--- config.mk ---
export PLATFORM = sky130hd
export DESIGN_NAME = dds_spi_seq
export DESIGN_NICKNAME = d
export VERILOG_FILES = /design/src/rtl/dds_spi_seq.sv
export SDC_FILE = /design/constraint.sdc
export NUM_CORES = 1
export LEC_CHECK = 0
export CORE_ASPECT_RATIO = 1.25
export CORE_MARGIN = 2
export CORE_UTILIZATION = 49
export CTS_CLUSTER_SIZE = 8
export DETAILED_ROUTE_END_ITERATION = 8
export GPL_ROUTABILITY_DRIVEN = 0
export PLACE_DENSITY = 0.84
export SLEW_MARGIN = 10
export SYNTH_ARGS = -nofsm -noshare
export SYNTH_HDL_FRONTEND = slang
export SYNTH_SLANG_ARGS = --single-unit
export TNS_END_PERCENT = 100
--- constraint.sdc ---
create_clock -name sys_clk -period 2.4 [get_ports sys_clk]
set_input_delay 0.48 -clock sys_clk [delete_from_list [all_inputs] [get_ports sys_clk]]
set_output_delay 0.48 -clock sys_clk [all_outputs]
set_load 0.005 [all_outputs]
--- src/rtl/dds_spi_seq.sv ---
`default_nettype none
// ============================================================================
// Module   : dds_spi_seq
// Purpose  : SPI command engine for DDS register access. Serialises host
//            read/write frames (mode 0, MSB first) to one of NUM_CS devices
//            and returns captured MISO data. With DDS_SPI_SEQ_EN defined a
//            register table can be replayed in a continuous loop.
// Options  : DDS_SPI_SEQ_EN - build the sequence table and replay logic
// Revision : 1.0 - initial release
// ============================================================================
module dds_spi_seq #(
    parameter int DATA_W    = 32,
    parameter int NUM_CS    = 2,
    parameter int CLK_DIV   = 4,
    parameter int SEQ_DEPTH = 16,
    // derived widths, not meant to be overridden
    parameter int CS_W      = (NUM_CS > 1) ? $clog2(NUM_CS) : 1,
    parameter int SEQ_AW    = $clog2(SEQ_DEPTH)
) (
    input  logic                   sys_clk,
    input  logic                   rstn_i,
    input  logic                   cmd_valid,
    output logic                   cmd_ready,
    input  logic                   cmd_rw,
    input  logic [CS_W-1:0]        cmd_cs,
    input  logic [DATA_W-1:0]      cmd_data,
    output logic                   rd_valid,
    output logic [DATA_W-1:0]      rd_data,
    input  logic                   seq_wr_en,
    input  logic [SEQ_AW-1:0]      seq_wr_addr,
    input  logic [CS_W+DATA_W-1:0] seq_wr_data,
    input  logic [SEQ_AW:0]        seq_len,
    input  logic                   seq_run,
    output logic                   seq_busy,
    output logic                   spi_sclk,
    output logic [NUM_CS-1:0]      spi_cs_n,
    output logic                   spi_mosi,
    input  logic                   spi_miso
);

    localparam int CNT_W = $clog2(2 * CLK_DIV) + 1;
    localparam int BIT_W = $clog2(DATA_W) + 1;

    localparam logic [CNT_W-1:0] c_HALF_LAST   = CNT_W'(CLK_DIV - 1);
    localparam logic [CNT_W-1:0] c_PERIOD_LAST = CNT_W'(2 * CLK_DIV - 1);
    localparam logic [BIT_W-1:0] c_BIT_LAST    = BIT_W'(DATA_W - 1);

    localparam logic [2:0] S_IDLE  = 3'd0;
    localparam logic [2:0] S_SETUP = 3'd1;
    localparam logic [2:0] S_SHIFT = 3'd2;
    localparam logic [2:0] S_HOLD  = 3'd3;
    localparam logic [2:0] S_GAP   = 3'd4;

    logic [2:0]        r_state;
    logic              r_cmdReady;
    logic [CNT_W-1:0]  r_cnt;
    logic [BIT_W-1:0]  r_bitCnt;
    logic              r_sclk;
    logic              r_mosi;
    logic [NUM_CS-1:0] r_csN;
    logic              r_rw;
    logic [DATA_W-1:0] r_txSh;
    logic [DATA_W-1:0] r_rxSh;
    logic              r_rdValid;
    logic [DATA_W-1:0] r_rdData;

    logic              w_idle;
    logic              w_startHost;
    logic              w_startSeq;
    logic              w_start;
    logic              w_enterIdle;
    logic [CS_W-1:0]   w_seqCs;
    logic [DATA_W-1:0] w_seqData;
    logic [CS_W-1:0]   w_startCs;
    logic [DATA_W-1:0] w_startData;
    logic              w_startRw;
    logic [NUM_CS-1:0] w_csDec;

    // r_cmdReady is low for one cycle after reset, so IDLE only counts once it is up
    assign w_idle      = (r_state == S_IDLE) && r_cmdReady;
    assign w_startHost = w_idle && cmd_valid;
    assign w_start     = w_startHost || w_startSeq;
    assign w_enterIdle = (r_state == S_GAP) && (r_cnt == c_PERIOD_LAST);

    assign w_startCs   = w_startHost ? cmd_cs   : w_seqCs;
    assign w_startData = w_startHost ? cmd_data : w_seqData;
    assign w_startRw   = w_startHost ? cmd_rw   : 1'b0;

    // One-hot active-low select; an out-of-range index leaves every line high
    always_comb begin
        w_csDec = '1;
        for (int i = 0; i < NUM_CS; i++) begin
            if (w_startCs == CS_W'(i)) begin
                w_csDec[i] = 1'b0;
            end
        end
    end

    // Frame FSM: IDLE -> SETUP -> SHIFT -> HOLD -> GAP, SCLK/MOSI/CS generation
    always_ff @(posedge sys_clk) begin
        if (!rstn_i) begin
            r_state    <= S_IDLE;
            r_cmdReady <= 1'b0;
            r_cnt      <= '0;
            r_bitCnt   <= '0;
            r_sclk     <= 1'b0;
            r_mosi     <= 1'b0;
            r_csN      <= '1;
            r_rw       <= 1'b0;
            r_txSh     <= '0;
            r_rxSh     <= '0;
            r_rdValid  <= 1'b0;
            r_rdData   <= '0;
        end else begin
            r_rdValid  <= 1'b0;
            r_cmdReady <= 1'b0;
            case (r_state)
                S_IDLE: begin
                    if (w_start) begin
                        r_state  <= S_SETUP;
                        r_cnt    <= '0;
                        r_bitCnt <= '0;
                        r_rw     <= w_startRw;
                        r_csN    <= w_csDec;
                        r_mosi   <= w_startData[DATA_W-1];
                        r_txSh   <= {w_startData[DATA_W-2:0], 1'b0};
                    end else begin
                        r_cmdReady <= 1'b1;
                    end
                end
                S_SETUP: begin
                    if (r_cnt == c_HALF_LAST) begin
                        r_state <= S_SHIFT;
                        r_cnt   <= '0;
                        r_sclk  <= 1'b1;
                        r_rxSh  <= {r_rxSh[DATA_W-2:0], spi_miso};
                    end else begin
                        r_cnt <= r_cnt + CNT_W'(1);
                    end
                end
                S_SHIFT: begin
                    if (r_cnt == c_HALF_LAST) begin
                        // falling edge: present the next bit
                        r_sclk <= 1'b0;
                        r_mosi <= r_txSh[DATA_W-1];
                        r_txSh <= {r_txSh[DATA_W-2:0], 1'b0};
                        r_cnt  <= r_cnt + CNT_W'(1);
                    end else if (r_cnt == c_PERIOD_LAST) begin
                        r_cnt <= '0;
                        if (r_bitCnt == c_BIT_LAST) begin
                            r_state <= S_HOLD;
                        end else begin
                            // rising edge: sample the slave
                            r_sclk   <= 1'b1;
                            r_rxSh   <= {r_rxSh[DATA_W-2:0], spi_miso};
                            r_bitCnt <= r_bitCnt + BIT_W'(1);
                        end
                    end else begin
                        r_cnt <= r_cnt + CNT_W'(1);
                    end
                end
                S_HOLD: begin
                    if (r_cnt == c_HALF_LAST) begin
                        r_state <= S_GAP;
                        r_cnt   <= '0;
                        r_csN   <= '1;
                        r_mosi  <= 1'b0;
                        if (r_rw) begin
                            r_rdValid <= 1'b1;
                            r_rdData  <= r_rxSh;
                        end
                    end else begin
                        r_cnt <= r_cnt + CNT_W'(1);
                    end
                end
                S_GAP: begin
                    if (r_cnt == c_PERIOD_LAST) begin
                        r_state    <= S_IDLE;
                        r_cnt      <= '0;
                        r_cmdReady <= 1'b1;
                    end else begin
                        r_cnt <= r_cnt + CNT_W'(1);
                    end
                end
                default: begin
                    r_state <= S_IDLE;
                end
            endcase
        end
    end

`ifdef DDS_SPI_SEQ_EN
    logic [CS_W+DATA_W-1:0] r_seqMem [SEQ_DEPTH];
    logic [SEQ_AW-1:0]      r_seqPtr;
    logic                   r_seqBusy;
    logic [SEQ_AW:0]        w_ptrNext;
    logic                   w_seqWrap;

    // Host always wins; the table is only consulted on an otherwise idle cycle
    assign w_startSeq = w_idle && !cmd_valid && seq_run && (seq_len != '0);
    assign w_seqCs    = r_seqMem[r_seqPtr][CS_W+DATA_W-1:DATA_W];
    assign w_seqData  = r_seqMem[r_seqPtr][DATA_W-1:0];
    assign w_ptrNext  = {1'b0, r_seqPtr} + (SEQ_AW+1)'(1);
    // >= also recovers when seq_len is shrunk below the current pointer
    assign w_seqWrap  = (w_ptrNext >= seq_len) || (&r_seqPtr);
    assign seq_busy   = r_seqBusy;

    // Table storage; async read means a same-cycle write is seen one fetch later
    always_ff @(posedge sys_clk) begin
        if (seq_wr_en) begin
            r_seqMem[seq_wr_addr] <= seq_wr_data;
        end
    end

    // Replay pointer and busy flag
    always_ff @(posedge sys_clk) begin
        if (!rstn_i) begin
            r_seqPtr  <= '0;
            r_seqBusy <= 1'b0;
        end else if (w_startSeq) begin
            r_seqBusy <= 1'b1;
            r_seqPtr  <= w_seqWrap ? '0 : r_seqPtr + SEQ_AW'(1);
        end else if ((w_enterIdle || w_idle) && !seq_run) begin
            r_seqBusy <= 1'b0;
            r_seqPtr  <= '0;
        end
    end
`else
    logic w_unusedSeq;

    assign w_startSeq  = 1'b0;
    assign w_seqCs     = '0;
    assign w_seqData   = '0;
    assign seq_busy    = 1'b0;
    assign w_unusedSeq = ^{seq_wr_en, seq_wr_addr, seq_wr_data, seq_len, seq_run, w_enterIdle};
`endif

    assign cmd_ready = r_cmdReady;
    assign rd_valid  = r_rdValid;
    assign rd_data   = r_rdData;
    assign spi_sclk  = r_sclk;
    assign spi_cs_n  = r_csN;
    assign spi_mosi  = r_mosi;

endmodule
`default_nettype wire

==> run summary, run 1 <==
The run finished with clean final reports. The number of resized instances in the post-cts repair step is 0. The floorplan step defined a die boundary enclosing between 10000 and 15000 µm². The worst max-slew margin expressed relative to the limit is 66.2%.

The total count of max-transition violations in the final report came out at 0. Hold repair after CTS inserted 0 buffers. Compared with the post-synthesis result, the final layout area differs by 28.6%. The remaining global-route overflow is 0. The number of unique standard cell types used by synthesis came out at 50. The clock transition at the registers of the reported paths came out at 0.05 ns. The number of cells traversed by the worst register-to-register path came out at 6. The net count after synthesis is 645.

The first global-routing pass estimated 18.1 mm of wire. The number of antenna-violating nets in the routed design is 0. The number of core rows came out at 40. The fraction of final layout cells sized beyond drive strength 1 is 8.85%. The clock latency at the later pin of the worst-skew pair came out at 0.41 ns. The count of filler cells inserted in the layout is 832. TritonCTS built the clock tree. The top-area cell type share of the netlist area came out at between 40% and 50%. The cell leakage power is 2.29 nW.

The total power divided by cell area came out at 774 nW/µm². STA classifies the critical path endpoint as a flip-flop. The signal on the critical path passes through ha_1, nand3b_1, a211oi_4, buf_4, o21ai_1, a21oi_1. The mean instance size in the synthesized netlist is 8.58 µm². After synthesis, the most frequently instantiated cells are dfxtp_1 (115), nand2_1 (76), a21oi_1 (71).

In the global route stage, overall resource usage came out at 20.9%. The met2 routing resource usage after global routing came out at 35.3%. Setup repair after global routing left no endpoint under its margin.

The number of placed instances, taps included, is 727. STA puts the critical path data required time at 2.73 ns. The number of vias in the routed layout is 4244. The delay contributed by the slowest stage of the critical path came out at approximately 0.40 ns.

The final number of hold-violating endpoints was 0. The arrival time of data at the critical path endpoint is 2.53 ns. In this run the vertical extent of the chip is roughly 110 µm. The final worst clock skew is 0.00873 ns.

The share of the cycle needed by the critical path after routing came out at 91.6%. The count of final setup violators came out at 0. STA classifies the critical path startpoint as a flip-flop.

The part of the Yosys area used for sequential elements is around 48%. The critical path crosses 6 cells after its start point. Of all nets on the critical path, the largest fanout is 32.

The total standard cell area after synthesis is 4810 µm². The number of antenna violations at the first check in global routing came out at 0. The number of cells on the worst hold path came out at 2. The cell type group with the largest total delay on the critical path is compound AO/OA/AOI/OAI gates. The type of the tightest min-delay check is flip-flop to flip-flop. During placement, the flow inserted port buffers numbering 75.

The cell accounting for the most synthesized area is dfxtp_1. The wire length after detailed routing is 10.7 mm. Sorting the synthesized cells by area gives the leading types as dfxtp_1 (48%), a21oi_1 (7.4%), mux2i_1 (6.9%). Together, buffers and inverters on the worst path number 1. The gate count after technology mapping is 561. The via count of the first global-routing pass is 3956. Counting flops and latches in the post-synthesis netlist gives 115. The DRC violation count after routing is 0. The sum of net half-perimeters after detailed placement is 6.69 mm. The iteration-0 DRC count of the detailed router is 230.

The antenna diode count is 0. Counting flops with an async set or reset pin after synthesis yields a share of 0%. The most common cell in the synthesized netlist is dfxtp_1. The aggregate negative setup slack came out at 0 ns. Global routing used 25.6% of the available met1 tracks. The total power is approximately 4.8 mW.

The maximum number of pins on one net before global-route repair came out at between 70 and 80. The effective utilization at floorplan is 50.1%. Dividing the detail-routed via count by the number of cells gives 5.59. The worst hold-check slack came out at about 0.45 ns. Before antenna repair, the detailed router went through 5 iterations. By startpoint and endpoint, the worst setup path is classified as flip-flop to flip-flop. Static timing analysis puts the maximum clock frequency at 455 MHz. The number of buffers inserted by post-CTS setup repair came out at 0. The core area is 9610 µm².

For met3 alone, demand over resource in global routing was ~6.9%. The level count of the clock H-tree came out at 4. The clock period minus final worst setup slack came out at 2.20 ns.

The number of nets in the final layout is 704. The tree is rooted in a clkbuf_16. The measured slew at the worst slew-check pin came out at 0.507 ns. During synthesis, Yosys emitted a total of 0 warnings. In this run the most used layer during global routing was met2. VDD sags by at most 0.548 mV. The overall die width came out at 92.7 µm. The filler-free cell count of the finished design is 759. The number of enable-type register cells in the synthesized netlist came out at 0. The most used flip-flop cell after synthesis is dfxtp_1. The worst-path cell with the longest stage delay is a211oi_4. After detailed routing, the average wire length per cell comes to 14.1 µm. The maximum clock path buffer count came out at 2. Clock tree synthesis found a total of between 100 and 150 sinks. The count of maximum capacitance violations is 0.

The number of buffers created by CTS came out at 17. 121 I/O pins were placed.
final timing paths:
kind | start | endpoint | slack [ns]
min reg2reg | rd_data[10]$_SDFFE_PN0P_ | rd_data[10]$_SDFFE_PN0P_ | 0.45
min | rd_data[10]$_SDFFE_PN0P_ | rd_data[10]$_SDFFE_PN0P_ | 0.45
max | r_cnt[0]$_SDFFE_PN0P_ | r_rxSh[26]$_SDFFE_PN0P_ | 0.20
max reg2reg | r_cnt[0]$_SDFFE_PN0P_ | r_rxSh[26]$_SDFFE_PN0P_ | 0.20
metrics by stage:
stage | setup slack [ns] | utilization [%] | instance area, µm²
after global placement | 0.308 | 58.7 | 5640
after detailed placement | 0.246 | 58.7 | 5640
after floorplan | 0.515 | - | 4810
after CTS | 0.226 | 64.4 | 6190
after global routing | 0.0199 | 64.4 | 6190
final | 0.201 | 64.4 | 6190
power breakdown:
group | switching, mW | internal, mW | leakage [nW] | total [mW]
combinational | 0.212 | 0.222 | 1.10 | 0.434
sequential | 0.0666 | 2.00 | 0.931 | 2.07
clock | 0.873 | 1.42 | 0.259 | 2.29
flip-flops by register name (all words and copies together), names as in the netlist, 2 cells and up:
register and flops:
r_rxSh 32, rd_data 32, r_txSh 31, r_bitCnt 6, r_cnt 4, r_state 3, spi_cs_n 2
cells in the final DEF, fill, tap and decap left out, types with 4 or more instances in the layout:
cell type and count:
nand2_1 76, nor3_1 4, dfxtp_1 115, nor2_1 40, buf_4 13, a21oi_1 71, and3_1 4, clkinv_2 5
nor2b_1 5, o21ai_0 8, clkdlybuf4s50_1 75, mux2i_1 33, o21ai_1 32, nand3_1 38, clkbuf_16 17, nand4bb_1 4
a211oi_1 31, clkinvlp_4 4
worst min-delay path: cells and delay by family, from the launching register on:
kind             cells  cell delay (ns)
AO/OA/AOI/OAI        1             0.05
flip-flops           1             0.30
AND/OR/NAND/NOR      1             0.05
cell type report:
cell class,instances,area (µm²),area share [%]
Sequential cell,115,2300,37.2
Inverter,4,15.0,0.243
Tap cell,126,158,2.55
Clock buffer,19,433,7.00
Multi-Input combinational cell,391,2260,36.5
Timing Repair Buffer,91,908,14.7
Clock inverter,13,111,1.80
logic make-up after synthesis:
kind of cell             share of synthesized area [%]
AND/OR/NAND/NOR                                   18.2
buffers and inverters                             5.41
other                                           0.0779
AO/OA/AOI/OAI                                     20.4
flip-flops                                        47.8
multiplexers                                      7.56
adder cells (fa/ha/maj)                          0.520
metal layers:
layer	share of wire [%]	routed length (µm)	vias to the layer above
met1	42	4540	1999
met5	0	0	-
met2	50	5390	131
li1	-	-	2104
met3	5.9	636	10
met4	1.2	132	0
Note: power is estimated with default switching activity, not from simulation.
==> run 2: changes to the inputs <==
--- a/config.mk
+++ b/config.mk
@@ -7,12 +7,12 @@
 export LEC_CHECK = 0
 export CORE_ASPECT_RATIO = 1.25
 export CORE_MARGIN = 2
-export CORE_UTILIZATION = 49
+export CORE_UTILIZATION = 44
 export CTS_CLUSTER_SIZE = 8
 export DETAILED_ROUTE_END_ITERATION = 8
 export GPL_ROUTABILITY_DRIVEN = 0
-export PLACE_DENSITY = 0.84
-export SLEW_MARGIN = 10
+export PLACE_DENSITY = 0.77
+export REMOVE_ABC_BUFFERS = 1
 export SYNTH_ARGS = -nofsm -noshare
 export SYNTH_HDL_FRONTEND = slang
 export SYNTH_SLANG_ARGS = --single-unit
==> run 2 against run 1 <==
Against the previous run:
- critical path depth unchanged
- worst hold slack better by 0.0015 ns
- clock-buffer cell count up 1
- sequential power about the same
- wire length down 0.18%
- via count down 0.92%
- final area up 2.0%
- sequential cell count unchanged
- global-route usage down 2.7 points
- first-iteration DRC count up 16%
- clock power up 10%
- worst setup slack better by 0.041 ns
- critical path type unchanged
- largest cell class unchanged
==> run summary, run 2 (synthesized netlist as in run 1, its figures left out) <==
The top-level port count is 121 (unchanged). The post-place instance area came out at 5710 µm² (+1.2%). The clock latency at the later pin of the worst-skew pair came out at 0.40 ns (about the same). The final worst clock skew was 0.00989 ns (+0.00116 ns).

The number of nets in the final layout was 712 (+1.1%). CTS placed an instance of clkbuf_16 at the clock tree root. The aggregate negative setup slack came to 0 ns (unchanged).

STA classifies the critical path endpoint as a flip-flop. The number of core rows is 42 (+5.0%). The cell leakage power was 2.36 nW (+3.0%). The total power divided by cell area is 798 nW/µm² (+3.1%).

The top achievable clock speed was 463 MHz (+1.9%). On the critical path the largest part of the delay comes from compound AO/OA/AOI/OAI gates. The number of sinks driven by the clock tree came to 115 (unchanged). The maximum number of pins on one net before global-route repair is 62 (-13%).

The first-pass GRT wire length came out at 17.7 mm (-2.1%). In the layout the commonest cells are dfxtp_1 (115), nand2_1 (76), clkdlybuf4s50_1 (75). The clock transition at the registers of the reported paths is 0.05 ns (about the same). The number of buffers and inverters on the critical path is 1 (unchanged). The number of antenna-violating nets in the routed design is 0 (unchanged). The arrival time of data at the critical path endpoint is 2.48 ns (-0.05 ns). The overall die width came to 97.6 µm (+5.3%). The hold buffer count at CTS came out at 0 (unchanged).

The level count of the clock H-tree is 4 (unchanged). The DRC violation count after routing is 0 (unchanged). The clock period minus final worst setup slack is 2.16 ns (-0.0409 ns). The remaining global-route overflow is 0 (unchanged). The core area came out at 10600 µm² (+10%). The number of iterations in the first detailed-routing pass came out at 4 (-1). The worst setup path is launched from a flip-flop. The worst endpoint required time is 2.73 ns (about the same). The iteration-0 DRC count of the detailed router is 267 (+16%). The average vias per placed instance is 5.44 (-2.7%). The routed wirelength normalized by instance count is 13.8 µm (-2.0%). The run finished with clean final reports. The count of filler cells inserted in the layout came out at 934 (+12%). The post-synthesis to final-layout area growth came out at 31.1%. The floorplan die height is 121 µm (+5.3%). The via count of the first global-routing pass is 4016 (+1.5%). TritonCTS built the clock tree. The number of resized instances in the post-cts repair step is 0 (unchanged). The highest net fanout along the worst path came out at 21 (-34%).

The number of buffers inserted by post-CTS setup repair is 0 (unchanged). The measured slew at the worst slew-check pin came out at 0.579 ns (+0.0722 ns). The worst max-slew margin expressed relative to the limit was 60.8% (-5.3 points). The number of buffers created by CTS came out at 17 (unchanged). The share of the cycle needed by the critical path after routing was 89.9% (-1.7 points).

The tightest min-delay check is of the flip-flop to flip-flop type. The sum of net half-perimeters after detailed placement is 7.02 mm (+5.0%). The maximum ir drop on the vdd rail is 0.539 mV (-1.6%). The effective utilization at floorplan came out at 45.3% (-4.7 points). The maximum clock path buffer count is 2 (unchanged). The final number of hold-violating endpoints was 0 (unchanged).

The total count of max-transition violations in the final report was 0 (unchanged). The number of vias in the routed layout is 4205 (-0.92%). Setup repair after global routing left no endpoint under its margin.

The delay contributed by the slowest stage of the critical path is 0.45 ns (+0.05 ns). The combined global-route utilization of all metal layers is 18.3% (-2.7 points). The fraction of final layout cells sized beyond drive strength 1 came to 9.98% (+1.1 points). The count of buffers from port buffering is 75 (unchanged). The signal on the critical path passes through ha_1, nand3b_1, a211oi_4, buf_4, o21ai_0, a21oi_1. The final instance area is 6310 µm² (+2.0%). The area of the die is 11800 µm² (+11%). The number of antenna violations at the first check in global routing came out at 0 (unchanged). The library cell used most frequently in the layout, excluding fill and tap cells, is dfxtp_1. The slowest stage of the critical path belongs to the cell a211oi_4. The count of final setup violators came out at 0 (unchanged).

The count of maximum capacitance violations came to 0 (unchanged). The antenna diode count is 0 (unchanged). The critical path is of the flip-flop to flip-flop type. The wire length after detailed routing is 10.7 mm (-0.18%).
[run 2: cell types whose count changed in the layout (fill, tap and decap cells not counted)]
| cell | delta |
|---|---|
| clkinvlp_4 | -1 |
| buf_4 | +8 |
| bufinv_16 | +2 |
| clkinv_2 | -2 |
| clkbuf_8 | +1 |
[run 2: path summary, 6_finish.rpt]
check | startpoint | endpoint | slack (ns) | cells past startpoint
worst min-delay path | rd_data[30]$_SDFFE_PN0P_ | rd_data[30]$_SDFFE_PN0P_ | 0.45 | 2
worst max register to register | r_cnt[0]$_SDFFE_PN0P_ | r_rxSh[31]$_SDFFE_PN0P_ | 0.24 | 6
worst min register to register | rd_data[30]$_SDFFE_PN0P_ | rd_data[30]$_SDFFE_PN0P_ | 0.45 | 2
worst max-delay path | r_cnt[0]$_SDFFE_PN0P_ | r_rxSh[31]$_SDFFE_PN0P_ | 0.24 | 6
[run 2: power breakdown]
part / switching (mW) / internal [mW]
clock network: 0.866 / 1.66
logic: 0.222 / 0.231
registers: 0.0588 / 2.00
[run 2: cell type report]
cell class	instances	area, µm²	area share, %
Clock inverter	12	154	2.44
Tap cell	132	165	2.62
Clock buffer	20	447	7.08
Inverter	4	15.0	0.238
Sequential cell	115	2300	36.5
Multi-Input combinational cell	391	2260	35.8
Timing Repair Buffer	99	968	15.3
[run 2: through the flow]
| stage | hold slack (ns) | cells | setup WS [ns] | total power [mW] | utilization (%) |
|---|---|---|---|---|---|
| final | 0.448 | 773 | 0.242 | 5.04 | 59.5 |
| after global routing | 0.462 | 773 | 0.0510 | 5.23 | 59.5 |
| after CTS | 0.451 | 773 | 0.257 | 5.08 | 59.5 |
| after detailed placement | 0.444 | 741 | 0.224 | 2.55 | 53.8 |
| after global placement | 0.439 | 741 | 0.256 | 2.53 | 53.8 |
| after floorplan | 0.437 | 510 | -1.01 | 2.35 | - |
[run 2: routing by layer]
metal	track usage, %	share of wire (%)	vias up
met1	19.9	42	1968
met4	7.73	0.81	0
met3	6.16	6.4	9
li1	-	-	2124
met5	0	0	-
met2	32.3	50	104
[run 2: tightest hold or removal path: cells and delay by family (launching register included)]
family	cells	cell delay (ns)
AND/OR/NAND/NOR	1	0.05
AO/OA/AOI/OAI	1	0.05
flip-flops	1	0.30
